### src/rtl/dmem_bridge.sv
`timescale 1ns/1ps
// -----------------------------------------------------------------------------
// dmem_bridge
//
// Bridges the core's single-cycle data-memory port onto a valid/ready request
// bus with a separate response channel. The core is stalled while an access
// is in flight and released for exactly one cycle when the result is ready.
//
// Optional build macro:
//   DMEM_BRIDGE_TIMEOUT_EN - adds an 8-bit watchdog. It aborts an access that
//                            spends TIMEOUT_CYCLES cycles in REQ/RESP, flags
//                            core_err and returns zero read data.
//
// Parameters:
//   XLEN           - data and address width
//   TIMEOUT_CYCLES - watchdog limit (1..255), used only with the macro above
//
// Ports:
//   clk, reset      - clock; synchronous active-high reset
//   core_addr       - byte address from the datapath
//   core_wdata      - lane-aligned store data
//   core_wstrb      - byte-lane enables for stores
//   core_we/core_re - store / load request (store wins if both are set)
//   core_rdata      - load result, updated only when a response is captured
//   core_stall      - holds datapath PC and register writeback
//   core_err        - sticky bus error, cleared only by reset
//   bus_req_valid   - request valid, held until bus_req_ready
//   bus_req_ready   - request accepted
//   bus_addr        - word-aligned request address
//   bus_wdata       - request write data
//   bus_wstrb       - request byte enables, zero for loads
//   bus_we          - 1 = write
//   bus_resp_valid  - response valid (only honoured while waiting for it)
//   bus_resp_data   - read data
//   bus_resp_err    - response error
// -----------------------------------------------------------------------------
module dmem_bridge #(
  parameter int XLEN           = 32,
  parameter int TIMEOUT_CYCLES = 255
) (
  input  logic            clk,
  input  logic            reset,
  input  logic [XLEN-1:0] core_addr,
  input  logic [XLEN-1:0] core_wdata,
  input  logic [3:0]      core_wstrb,
  input  logic            core_we,
  input  logic            core_re,
  output logic [XLEN-1:0] core_rdata,
  output logic            core_stall,
  output logic            core_err,
  output logic            bus_req_valid,
  input  logic            bus_req_ready,
  output logic [XLEN-1:0] bus_addr,
  output logic [XLEN-1:0] bus_wdata,
  output logic [3:0]      bus_wstrb,
  output logic            bus_we,
  input  logic            bus_resp_valid,
  input  logic [XLEN-1:0] bus_resp_data,
  input  logic            bus_resp_err
);

  typedef enum logic [1:0] {
    S_IDLE,
    S_REQ,
    S_RESP,
    S_DONE
  } state_t;

  state_t            r_state;
  logic              r_bus_req_valid;
  logic [XLEN-1:0]   r_bus_addr;
  logic [XLEN-1:0]   r_bus_wdata;
  logic [3:0]        r_bus_wstrb;
  logic              r_bus_we;
  logic [XLEN-1:0]   r_rdata;
  logic              r_err;

  logic              w_access;
  logic              w_timeout;
  logic              w_unused;

  assign w_access = core_re | core_we;

  // Byte offset is dropped (bus is word addressed); the timeout limit is only
  // consumed when the watchdog is built in.
  assign w_unused = ^{core_addr[1:0], TIMEOUT_CYCLES[0]};

`ifdef DMEM_BRIDGE_TIMEOUT_EN
  localparam logic [7:0] LP_TIMEOUT_LAST = 8'(TIMEOUT_CYCLES - 1);

  logic [7:0] r_timeout_cnt;

  // Fires on the cycle that would make TIMEOUT_CYCLES cycles spent in REQ/RESP.
  assign w_timeout = (r_timeout_cnt == LP_TIMEOUT_LAST);
`else
  assign w_timeout = 1'b0;
`endif

  // NOTE: all state below is a handful of flops (no memory array), so every
  // register is reset and every update uses non-blocking assignment so that
  // all flops see the pre-edge values of each other.
  always_ff @(posedge clk) begin
    if (reset) begin
      r_state         <= S_IDLE;
      r_bus_req_valid <= 1'b0;
      r_bus_addr      <= '0;
      r_bus_wdata     <= '0;
      r_bus_wstrb     <= 4'b0;
      r_bus_we        <= 1'b0;
      r_rdata         <= '0;
      r_err           <= 1'b0;
`ifdef DMEM_BRIDGE_TIMEOUT_EN
      r_timeout_cnt   <= 8'd0;
`endif
    end else begin
      case (r_state)
        S_IDLE: begin
          if (w_access) begin
            r_bus_addr      <= {core_addr[XLEN-1:2], 2'b00};
            r_bus_wdata     <= core_wdata;
            r_bus_wstrb     <= core_we ? core_wstrb : 4'b0;
            r_bus_we        <= core_we;
            r_bus_req_valid <= 1'b1;
            r_state         <= S_REQ;
`ifdef DMEM_BRIDGE_TIMEOUT_EN
            r_timeout_cnt   <= 8'd0;
`endif
          end
        end

        S_REQ: begin
`ifdef DMEM_BRIDGE_TIMEOUT_EN
          r_timeout_cnt <= r_timeout_cnt + 8'd1;
`endif
          // A handshake on the final watchdog cycle still wins.
          if (bus_req_ready) begin
            r_bus_req_valid <= 1'b0;
            r_state         <= S_RESP;
          end else if (w_timeout) begin
            r_bus_req_valid <= 1'b0;
            r_err           <= 1'b1;
            r_rdata         <= '0;
            r_state         <= S_DONE;
          end
        end

        S_RESP: begin
`ifdef DMEM_BRIDGE_TIMEOUT_EN
          r_timeout_cnt <= r_timeout_cnt + 8'd1;
`endif
          // Captured for stores too; the datapath simply does not write it back.
          if (bus_resp_valid) begin
            r_rdata <= bus_resp_err ? '0 : bus_resp_data;
            if (bus_resp_err) begin
              r_err <= 1'b1;
            end
            r_state <= S_DONE;
          end else if (w_timeout) begin
            r_err   <= 1'b1;
            r_rdata <= '0;
            r_state <= S_DONE;
          end
        end

        // One release cycle; a still-asserted access is the next instruction
        // and is picked up from IDLE.
        S_DONE: r_state <= S_IDLE;

        default: r_state <= S_IDLE;
      endcase
    end
  end

  // Held while reset is asserted so the datapath cannot advance past a
  // memory instruction before its own reset takes over.
  assign core_stall    = w_access & (reset | (r_state != S_DONE));

  assign core_rdata    = r_rdata;
  assign core_err      = r_err;
  assign bus_req_valid = r_bus_req_valid;
  assign bus_addr      = r_bus_addr;
  assign bus_wdata     = r_bus_wdata;
  assign bus_wstrb     = r_bus_wstrb;
  assign bus_we        = r_bus_we;

endmodule

### config.mk
export PLATFORM = sky130hd
export DESIGN_NAME = dmem_bridge
export DESIGN_NICKNAME = d
export VERILOG_FILES = /design/src/rtl/dmem_bridge.sv
export SDC_FILE = /design/constraint.sdc
export NUM_CORES = 1
export LEC_CHECK = 0
export ABC_AREA = 1
export BUFFER_PORTS_ARGS = -buffer_cell sky130_fd_sc_hd__buf_2
export CORE_UTILIZATION = 44
export CTS_BUF_LIST = sky130_fd_sc_hd__clkbuf_4 sky130_fd_sc_hd__clkbuf_8 sky130_fd_sc_hd__clkbuf_16
export DETAILED_ROUTE_END_ITERATION = 12
export PLACE_DENSITY = 0.82
export SYNTH_ARGS = -nofsm -noshare
export SYNTH_HDL_FRONTEND = slang
export SYNTH_SLANG_ARGS = --single-unit
### constraint.sdc
create_clock -name clk -period 1.6 [get_ports clk]
set_input_delay 0.32 -clock clk [delete_from_list [all_inputs] [get_ports clk]]
set_output_delay 0.32 -clock clk [all_outputs]
set_load 0.02 [all_outputs]
# Yosys cells after proc, flatten, opt, wreduce, memory -nomap -nowiden
# Cells that the tools add are included.
# W data, S select, Z words.
[totals]
register_bits = 103
wordCells = 34
input_bits = 107
out_inout_bits = 104
[classes]
n_reduce_logical = 7
bitwise_logic = 3
muxes = 9
n_eq_ne = 7
[ops]
columns = ["cell", "n"]
rows = [
  ["$mux W32", 1],
  ["$reduce_and A3 Y1", 3],
  ["$ne A2 B2 Y1 const B", 4],
  ["$pmux W2 S4", 1],
  ["$mux W2", 3],
  ["$eq A2 B2 Y1 const B", 2],
  ["$mux W4", 1],
  ["$reduce_and A2 Y1", 2],
  ["$eq A2 B1 Y1 const B", 1],
  ["$logic_not A2 Y1", 1],
  ["$mux W1", 2],
  ["$or A1 B1 Y1", 2],
  ["$pmux W1 S2", 1],
  ["$reduce_bool A2 Y1", 1],
  ["$and A1 B1 Y1", 1],
]

# Logic depth before layout (Yosys ltp)
[depth]
depth_word = 3
mapped_depth = 9
depth_no_buf = 7

# Least setup slack after synthesis
# OpenSTA, ideal clock, no wires.
[synth_path]
kind = "in2out"
start = "input port reset"
end = "output port core_stall"
cell_stages = 4
arrival_time_ns = 1.060
setup_slack_ns = 0.220
t_required_ns = 1.280
cell_sequence = "inv_1 > buf_2 > clkbuf_1 > a21oi_1"
[synth_via]
elab_chain_cells = 2
[synth_rtl]
columns = ["item", "line_no", "text"]
rows = [
  ["start: declaration", "42", "input logic reset,"],
  ["$or A1 B1 Y1", "176", "assign core_stall = w_access & (reset | (r_state != S_DONE));"],
  ["$and A1 B1 Y1", "176", ""],
  ["end: declaration", "49", "output logic core_stall,"],
]
# No other way between the ends.

# Final worst setup path
[layout_path]
start = "register r_state[0]"
end = "output port core_stall"
[layout_via]
elab_chain_cells = 3
[layout_rtl]
columns = ["item", "line_no", "text"]
rows = [
  ["start: declaration", "69", "state_t r_state;"],
  ["start signal: assignment", "104", "r_state <= S_IDLE;"],
  ["start signal: assignment", "124", "r_state <= S_REQ;"],
  ["start signal: assignment", "138", "r_state <= S_RESP;"],
  ["$ne A2 B2 Y1", "176", ""],
  ["$or A1 B1 Y1", "176", ""],
  ["$and A1 B1 Y1", "176", ""],
]
# No other way between the ends.

==> run_results.csv <==
group,metric,value,unit
sta,rsz0062_at_grt,"false",
sta,final-hold-violation-count,0,
pwr,p_clk_frac,0.185,
placement,dpl_cell_area,4886,sq um
cts,cts_tree,"yes",
cts,clk_latency,0.35,ns
detailed_routing,vias_per_cell,4.802,
pwr,irDropWorstVdd,791.5,uV
setup_path,worstSetupStartpointType,"flip-flop",
hold_path,hold_start,"core_addr[6]",
setup_path,rrSetupSlack,0.14,ns
status,outcome,"completed",
finish,drive_above_1_share,0.3594,
setup_path,setup.worst_path.end_class,"primary output",
die,io_pins,211,
placement,post-dp-hpwl,6619,microns
pwr,p_seq_frac,0.398,
finish,finalNetCount,787,
cts,clock_sinks,103,
die,die_x,94.64,microns
sta,worst_slack,0.07942,ns
setup_path,crit_end,"core_stall",
pwr,power_density,1717,nW/um^2
finish,final_util,0.6230,
placement,pre_cts_slack,-0.1012,ns
cts,cts_max_level,3,
placement,place.gp.congestion,0.7863,
finish,area_growth,36.25,%
pwr,p_leak,2.567,nW
sta,clock_skew,0.01155,ns
die,rows,33,
grt,grt_pass1_wl,14630,microns
die,coreArea,8258,sq um
setup_path,crit_type,"flip-flop to primary output",
synthesis,avgSynthCellArea,7.883,sq um
cts,cts.clk_slew.worst_paths,0.09,ns
synthesis,netlist_area,3776,sq um
sta,slew_violations,0,
cts,cts_buffer_depth,2,
setup_path,regToRegStartpoint,"r_state[1]",
detailed_routing,wirelength,9458,microns
cts,clockRootBuffer,"clkbuf_8",
cts,cts_buffers,9,
placement,portBuffers,206,
grt,antenna_found_initial,0,
die,die_h,94.64,microns
sta,period_minus_slack,1.521,ns
pwr,combPwrFrac,0.417,
sta,fmax,657.6,MHz
pwr,p_sw,3.544,mW
setup_path,crit_start,"r_state[0]",
synthesis,ys_types,20,
hold_path,hold_path_class,"input port to flip-flop",
finish,design_area,5145,sq um
detailed_routing,vias,3765,
pwr,intPower,5.290,mW
synthesis,yosysSeqAreaShare,0.5461,
sta,setup_viol,0,
grt,grt-ovfl-total,0,
synthesis,synth_cells,479,
setup_path,r2r-end,"bus_wdata[23]",
die,initial_core_util,0.4573,
detailed_routing,drt_iter0_drc,135,
grt,gr-usage-all-layers,0.2052,
sta,fin_crit_sh,0.9504,
grt,grt_start_max_net_pins,66,
finish,final_common_cell,"buf_2",
detailed_routing,first_pass_iters,4,
finish,diodes,0,
detailed_routing,drc,0,
setup_path,required,1.28,ns
pwr,switching_share,0.4012,
synthesis,yosys_warnings,0,
synthesis,ys_ff_latch,103,
setup_path,crit_fanout,3,
setup_path,ff2ff_path_depth,8,
detailed_routing,wl_per_cell,12.06,microns
flow_run,cap_viol_max_count,0,
setup_path,cp.arrival,1.20,ns
finish,final_cell_mix,"205 x buf_2, 133 x nor2_1, 101 x dfxtp_1",
die,die-area,8957,sq um
detailed_routing,ant_nets,0,
grt,grt_pass1_vias,3437,
[per-stage QoR]
stage                     setup TNS, ns  hold slack, ns  cells  total power, mW
after global placement          -0.9592          0.4454    768            7.029
after floorplan                       0          0.4549    480            6.063
final                                 0          0.1881    784            8.834
after detailed placement         -3.797          0.4516    768            7.147
after CTS                             0          0.1703    783            8.818
after global routing                  0          0.1648    784            9.479
[Yosys cell counts]
cell	instances	share of area
clkbuf_1	15	0.015
nor2_4	1	0.0030
buf_2	7	0.0093
nand3_1	36	0.048
inv_2	1	0.00099
o21ai_0	57	0.076
nand2_1	48	0.048
buf_6	6	0.018
nand4_1	2	0.0033
buf_4	4	0.0080
nor2_2	1	0.0017
inv_1	10	0.0099
o21a_1	1	0.0020
o21ai_1	5	0.0066
a21oi_1	39	0.052
buf_1	4	0.0040
conb_1	1	0.00099
dfxtp_1	103	0.55
nor2_1	133	0.13
ha_1	5	0.017
[worst min path at each step]
stage                           to  slack (ns)  depth (start not counted)
finish                 bus_addr[6]        0.19                          3
global route          bus_addr[16]        0.16                          3
CTS                    bus_addr[6]        0.17                          3
detailed placement  core_rdata[27]        0.45                          2
global placement          core_err        0.45                          1
floorplan             bus_addr[20]        0.45                          2
[state kept, by name, indices dropped and copies added (netlist names)]
register	cells
r_state	2
bus_wstrb	4
bus_we	1
bus_wdata	32
core_rdata	32
core_err	1
bus_addr	30
bus_req_valid	1
[logic make-up (layout without fill, tap and decap cells)]
family,after synthesis,count (layout),share of synthesized area
and+or+nand+nor,221,221,0.2356
DFF,103,103,0.5461
AOI/OAI and AO/OA,102,102,0.1359
buffers and inverters,47,246,0.06494
other,1,2,0.0009931
adders and majority gates,5,5,0.01657
[per-layer routing]
layer	vias up	part of all wire	track usage
li1	1933	-	-
met1	1684	0.42	0.2253
met2	133	0.50	0.3693
met3	15	0.069	0.05556
met4	0	0.018	0.08712
met5	-	0	0
[what timing repair did]
item / in CTS / in global routing
endpoints found under the setup margin: 63 / 63
setup buffers: 0 / 1
pin swaps: 1 / 2
resized for setup: 5 / 10
hold buffers: 0 / 0
gates cloned: 0 / 0
[critical path, stage by stage, from the launching register on]
cell and delay, ns:
dfxtp_2 0.33, buf_6 0.12, ha_4 0.15, a21oi_2 0.12, buf_6 0.13
[cell type report]
cell class / instances / area (sq um)
Clock buffer: 11 / 145.1
Clock inverter: 4 / 55.05
Fill cell: 745 / 3113
Inverter: 11 / 41.29
Multi-Input combinational cell: 330 / 1495
Sequential cell: 103 / 2064
Tap cell: 105 / 131.4
Timing Repair Buffer: 220 / 1212
[power by group through the flow]
stage	clock, mW	combinational [mW]	sequential (mW)
floorplan	0	1.73	4.33
CTS	1.69	3.63	3.50
global placement	0	3.51	3.52
global route	1.80	4.09	3.59
detailed placement	0	3.60	3.55
finish	1.64	3.69	3.51
Power figures use the tool's default switching activity.
